### config.mk
export PLATFORM = sky130hd
export DESIGN_NAME = digit_entry
export DESIGN_NICKNAME = d
export VERILOG_FILES = /design/src/rtl/digit_entry.sv
export SDC_FILE = /design/constraint.sdc
export NUM_CORES = 1
export LEC_CHECK = 0
export ABC_CLOCK_PERIOD_IN_PS = 4350
export CORE_MARGIN = 3
export CORE_UTILIZATION = 40
export DETAILED_ROUTE_END_ITERATION = 12
export PLACE_DENSITY = 0.68
export SLEW_MARGIN = 20
export SYNTH_ARGS = -nofsm -noshare
export SYNTH_HDL_FRONTEND = slang
export SYNTH_SLANG_ARGS = --single-unit
### constraint.sdc
create_clock -name clk -period 4.35 [get_ports clk]
set_input_delay 0.87 -clock clk [delete_from_list [all_inputs] [get_ports clk]]
set_output_delay 0.87 -clock clk [all_outputs]
set_load 0.02 [all_outputs]
### src/rtl/digit_entry.sv
`default_nettype none
// ============================================================================
//  Module   : digit_entry
//  Purpose  : Keypad digit collector. Assembles a 4-digit username followed
//             by a 4-digit password, one decimal digit per strobe, and
//             presents the digits plus a running count to the unlocker.
//  Options  : DIGIT_ENTRY_TIMEOUT_EN - when defined, a partial entry idle for
//             TIMEOUT_CYCLES cycles is discarded and timeoutClr pulses.
//  Revision : 1.0 - initial release
// ============================================================================
module digit_entry #(
    parameter int TIMEOUT_CYCLES = 100000000,
    parameter int TIMEOUT_W      = 27
) (
    input  logic       clk,
    input  logic       rst,
    input  logic       digitValid,
    input  logic [3:0] digitValue,
    input  logic       backspace,
    input  logic       clearEntry,
    input  logic       resetCount,
    output logic [3:0] inputCount,
    output logic [3:0] userNameInput0,
    output logic [3:0] userNameInput1,
    output logic [3:0] userNameInput2,
    output logic [3:0] userNameInput3,
    output logic [3:0] passwordInput0,
    output logic [3:0] passwordInput1,
    output logic [3:0] passwordInput2,
    output logic [3:0] passwordInput3,
    output logic       entryDone,
    output logic       digitReject,
    output logic       timeoutClr
);

    // Entry phase, derived from the count register rather than stored.
    localparam logic [1:0] c_STATE_USER = 2'd0;
    localparam logic [1:0] c_STATE_PASS = 2'd1;
    localparam logic [1:0] c_STATE_FULL = 2'd2;

    logic [3:0] r_count;
    logic [3:0] r_slot [8];
    logic       r_entryDone;
    logic       r_digitReject;
    logic       r_timeoutClr;

    logic [1:0] w_state;
    logic       w_timeoutHit;
    logic       w_clear;
    logic       w_doBackspace;
    logic       w_accept;
    logic       w_reject;
    logic [2:0] w_wrIdx;
    logic [2:0] w_bsIdx;

    // Decode the entry phase from the count.
    always_comb begin
        w_state = c_STATE_USER;
        if (r_count[3]) begin
            w_state = c_STATE_FULL;
        end else if (r_count[2]) begin
            w_state = c_STATE_PASS;
        end
    end

    // Slot indices: the next free slot, and the slot freed by a backspace.
    // A backspace from FULL (count 8) wraps 0-1 to slot 7, as intended.
    assign w_wrIdx = r_count[2:0];
    assign w_bsIdx = r_count[2:0] - 3'd1;

    // One event per cycle, resolved in priority order. Clears outrank
    // backspace, which outranks a digit strobe.
    assign w_clear       = resetCount | clearEntry | w_timeoutHit;
    assign w_doBackspace = ~w_clear & backspace & (r_count != 4'd0);
    assign w_accept      = ~w_clear & ~backspace & digitValid &
                           (digitValue <= 4'd9) & (w_state != c_STATE_FULL);
    assign w_reject      = digitValid & ~w_accept;

`ifdef DIGIT_ENTRY_TIMEOUT_EN
    logic [TIMEOUT_W-1:0] r_idle;

    // Idle counter: runs only while a partial or full entry is held and
    // restarts on any accepted activity.
    always_ff @(posedge clk) begin
        if (rst) begin
            r_idle <= '0;
        end else if ((r_count == 4'd0) || w_accept || w_doBackspace || w_clear) begin
            r_idle <= '0;
        end else begin
            r_idle <= r_idle + 1'b1;
        end
    end

    assign w_timeoutHit = (r_count != 4'd0) &&
                          (r_idle == TIMEOUT_W'(TIMEOUT_CYCLES - 1));
`else
    // Timeout disabled: configuration parameters are intentionally inert.
    logic [TIMEOUT_W-1:0] w_unusedTimeoutCfg;
    assign w_unusedTimeoutCfg = TIMEOUT_W'(TIMEOUT_CYCLES);
    assign w_timeoutHit       = 1'b0;
`endif

    // Count, digit slots and status pulses.
    always_ff @(posedge clk) begin
        if (rst) begin
            r_count       <= '0;
            for (int i = 0; i < 8; i++) begin
                r_slot[i] <= '0;
            end
            r_entryDone   <= 1'b0;
            r_digitReject <= 1'b0;
            r_timeoutClr  <= 1'b0;
        end else begin
            r_entryDone   <= 1'b0;
            r_digitReject <= w_reject;
            r_timeoutClr  <= w_timeoutHit & ~resetCount & ~clearEntry;
            if (w_clear) begin
                r_count <= '0;
                for (int i = 0; i < 8; i++) begin
                    r_slot[i] <= '0;
                end
            end else if (w_doBackspace) begin
                r_count         <= r_count - 4'd1;
                r_slot[w_bsIdx] <= '0;
            end else if (w_accept) begin
                r_count         <= r_count + 4'd1;
                r_slot[w_wrIdx] <= digitValue;
                r_entryDone     <= (r_count == 4'd7);
            end
        end
    end

    assign inputCount     = r_count;
    assign userNameInput0 = r_slot[0];
    assign userNameInput1 = r_slot[1];
    assign userNameInput2 = r_slot[2];
    assign userNameInput3 = r_slot[3];
    assign passwordInput0 = r_slot[4];
    assign passwordInput1 = r_slot[5];
    assign passwordInput2 = r_slot[6];
    assign passwordInput3 = r_slot[7];
    assign entryDone      = r_entryDone;
    assign digitReject    = r_digitReject;
    assign timeoutClr     = r_timeoutClr;

endmodule
`default_nettype wire

==> impl_metrics.py <==
metrics = {
    "placed_design": {
        "placed_area_sq_um": 2510,
        "io_buffers": 47,
        "dp_hpwl_mm": 3.27,
        "routabilityCongestion": 0.896,
    },
    "cts": {
        "cts_buffer_depth": 2,
        "path_clk_slew_ps": 70,
        "clock_sinks": 38,
        "cts_tree": "done",
        "ctsResizeCount": 0,
        "postCtsSetupRepairBufs": 0,
        "htree_levels": 2,
        "cts_root_buf": "clkbuf_8",
        "clock_latency_ps": 290,
        "cts_hold_buf": 0,
        "numCtsBuffers": 5,
    },
    "global_routing": {
        "grt_usage": 0.159,
        "first_global_vias": 1468,
        "grt_max_degree": 23,
        "overflow": 0,
        "antenna_found_initial": 0,
        "grt_pass1_wl_mm": 7.45,
    },
    "logic_synthesis": {
        "ys_seq_area_frac": 0.534,
        "synth_top_cells_by_area": "edfxtp_1 (47%), nor2_1 (6.1%), dfxtp_1 (5.9%)",
        "ys_types": 49,
        "synth_xor_area_frac": 0.00866,
        "netlist_area_sq_um": 2020,
        "synth_seq_cells": 38,
        "synthCells": 173,
        "yosys.area_share.simple": 0.232,
        "async_reset_ff_frac": 0,
        "yosysTopAreaCellShare": 0.475,
        "synthFlopType": "edfxtp_1",
        "avgSynthCellArea_sq_um": 11.7,
        "ys_top_cells_by_count": "nor2_1 (33), edfxtp_1 (32), nand2_1 (9), and4_1 (8), nor3_1 (7)",
        "synth_fp_nets": 188,
        "synth_edf_count": 32,
        "muxShareOfSynthArea": 0.00495,
        "post-synth-top-count-cell": "nor2_1",
        "yosys_warnings": 0,
        "synth_compound_area_frac": 0.137,
        "synth_top_family_by_area": "simple AND/OR/NAND/NOR gates",
        "synth.largest_area_cell": "edfxtp_1",
        "synthAdderAreaFrac": 0.0346,
    },
    "run_status": {
        "status": "completed",
    },
    "sta": {
        "hold_ws_ps": 655,
        "fin_setup_tns_ps": 0,
        "hold_viol": 0,
        "drv_slew": 0,
        "worst_pin_slew_ps": 702,
        "fin_crit_sh": 0.741,
        "worst_clock_skew_ps": 8.83,
        "rsz0062_at_grt": "false",
        "relSlewSlack": 0.528,
        "finalCriticalPeriod_ps": 3220,
        "finalSetupViolations": 0,
        "clock.fmax_ghz": 0.310,
    },
    "critical_path": {
        "regToRegSetupSlack_ps": 1470,
        "worstPathCellList": "clkdlybuf4s50_1 > nor4b_4 > nand2_1 > nor3_4 > nor2_1 > o21ai_0",
        "reg2reg_to": "inputCount[3]$_SDFFE_PP0P_",
        "crit_cells": 6,
        "cp_data_arrival_time_ps": 3160,
        "crit_path_start_kind": "input port",
        "r2r.worst_path.cells": 10,
        "worst-path-buf-inv": 1,
        "crit_path_max_incr_delay_ps": 570,
        "crit_start": "clearEntry",
        "endpoint": "r_slot[2][1]$_SDFFCE_PN0P_",
        "crit_required_ps": 4280,
        "crit_family": "simple AND/OR/NAND/NOR gates",
        "endpoint_kind": "flop",
        "cpMaxStageDelayCell": "clkdlybuf4s50_1",
        "rr_startpoint": "inputCount[0]$_SDFFE_PP0P_",
        "path_class": "in2reg",
        "crit_path_max_fanout": 8,
    },
    "route": {
        "viasPerCell": 5.22,
        "wirelength_mm": 4.44,
        "initialDrtViolationCount": 101,
        "vias": 1502,
        "ant_nets": 0,
        "drc_errors": 0,
        "firstDrtPassIters": 4,
        "wl_per_cell_microns": 15.4,
    },
    "finish": {
        "n_fill_cell": 429,
        "final_layout_size_suffix_gt1_frac": 0.104,
        "area_delta_synth_final_pct": 28.0,
        "register_area_sq_um": 1080,
        "n_antenna_cell": 0,
        "nets": 235,
        "design_area_sq_um": 2590,
        "multi_input_area_sq_um": 848,
    },
    "die": {
        "pin_count": 49,
        "die_y_microns": 77.1,
        "fp.dieW_microns": 77.1,
        "rows": 25,
        "core_area_sq_um": 4820,
        "die_area_sq_um": 5950,
        "start_util": 0.420,
    },
    "power_and_ir_drop": {
        "power.total_uw": 705,
        "power_density_nw_per_um2": 272,
        "irDropWorstVdd_mv": 0.130,
        "p_leak_uw": 0.000923,
    },
    "min_path": {
        "hold_path_class": "reg2reg",
    },
    "flow_run": {
        "drv_cap": 0,
    },
}
==> worst register-to-register path: stages, from the launching register on <==
cell and delay (ps):
dfxtp_1 650, inv_1 220, ha_1 290, a2111o_1 450, inv_1 150, ha_1 240
a21o_1 170, a21oi_1 220, nor2_1 70, a211oi_1 220, a311oi_1 80
==> worst min-delay path by stage <==
stage / cells past startpoint / endpoint / slack [ps] / startpoint
global route: 2 / inputCount[1]$_SDFFE_PP0P_ / 690 / inputCount[1]$_SDFFE_PP0P_
CTS: 2 / inputCount[1]$_SDFFE_PP0P_ / 660 / inputCount[1]$_SDFFE_PP0P_
global placement: 2 / inputCount[1]$_SDFFE_PP0P_ / 650 / inputCount[1]$_SDFFE_PP0P_
finish: 2 / inputCount[1]$_SDFFE_PP0P_ / 660 / inputCount[1]$_SDFFE_PP0P_
floorplan: 2 / inputCount[1]$_SDFFE_PP0P_ / 650 / inputCount[1]$_SDFFE_PP0P_
detailed placement: 2 / inputCount[1]$_SDFFE_PP0P_ / 640 / inputCount[1]$_SDFFE_PP0P_
==> metrics by stage <==
stage | utilization | worst slack (ps) | std cells
finish | 0.538 | 1130 | 288
global route | 0.538 | 813 | 288
CTS | 0.538 | 1110 | 288
detailed placement | 0.521 | 808 | 280
global placement | 0.521 | 962 | 280
floorplan | - | 1800 | 173
==> flip-flops by register name, summed over array words and instances (netlist names) <==
signal / flops
digitReject: 1
entryDone: 1
r_slot: 32
inputCount: 4
==> where the power goes <==
part           total, uW  internal [uW]  switching (uW)
registers            406            403            3.07
clock network        227            111             116
logic               71.9           31.3            40.6
total                705            546             159
==> cell families after synthesis <==
kind of cell | count (synthesis)
AND/OR/NAND/NOR | 81
XOR/XNOR | 2
AO/OA/AOI/OAI | 32
flip-flops | 38
adder cells (fa/ha/maj) | 5
other | 1
multiplexers | 1
buffers and inverters | 13
==> layer usage <==
metal / routed length [microns] / GRT usage / vias up
li1: - / - / 747
met1: 2100 / 0.213 / 691
met2: 1980 / 0.252 / 60
met3: 321 / 0.0469 / 4
met4: 39 / 0.0427 / 0
met5: 0 / 0 / -
==> cell usage in the layout (no fill, tap or decap), types with 3 or more instances in the layout <==
| cell | count |
|---|---|
| and2_1 | 3 |
| dfxtp_1 | 6 |
| nor2_1 | 33 |
| o21ai_1 | 3 |
| edfxtp_1 | 32 |
| a221oi_2 | 5 |
| and4_1 | 8 |
| o21ai_0 | 4 |
| inv_1 | 5 |
| a21oi_1 | 3 |
| clkdlybuf4s50_1 | 47 |
| and3_1 | 5 |
| nand2_1 | 9 |
| nor3_1 | 7 |
| ha_1 | 4 |
| o21ai_2 | 3 |
| a211oi_1 | 3 |
| clkbuf_8 | 5 |
==> area by class of cell <==
cell class / instances / share of cell area
repair buffers: 48 / 0.185
flip-flops and latches: 38 / 0.417
clock buffers: 7 / 0.0295
well taps: 67 / 0.0324
multi-input cells: 122 / 0.328
inverters: 5 / 0.00725
clock inverters: 1 / 0.00145
Note: power is estimated with default switching activity, not from simulation.
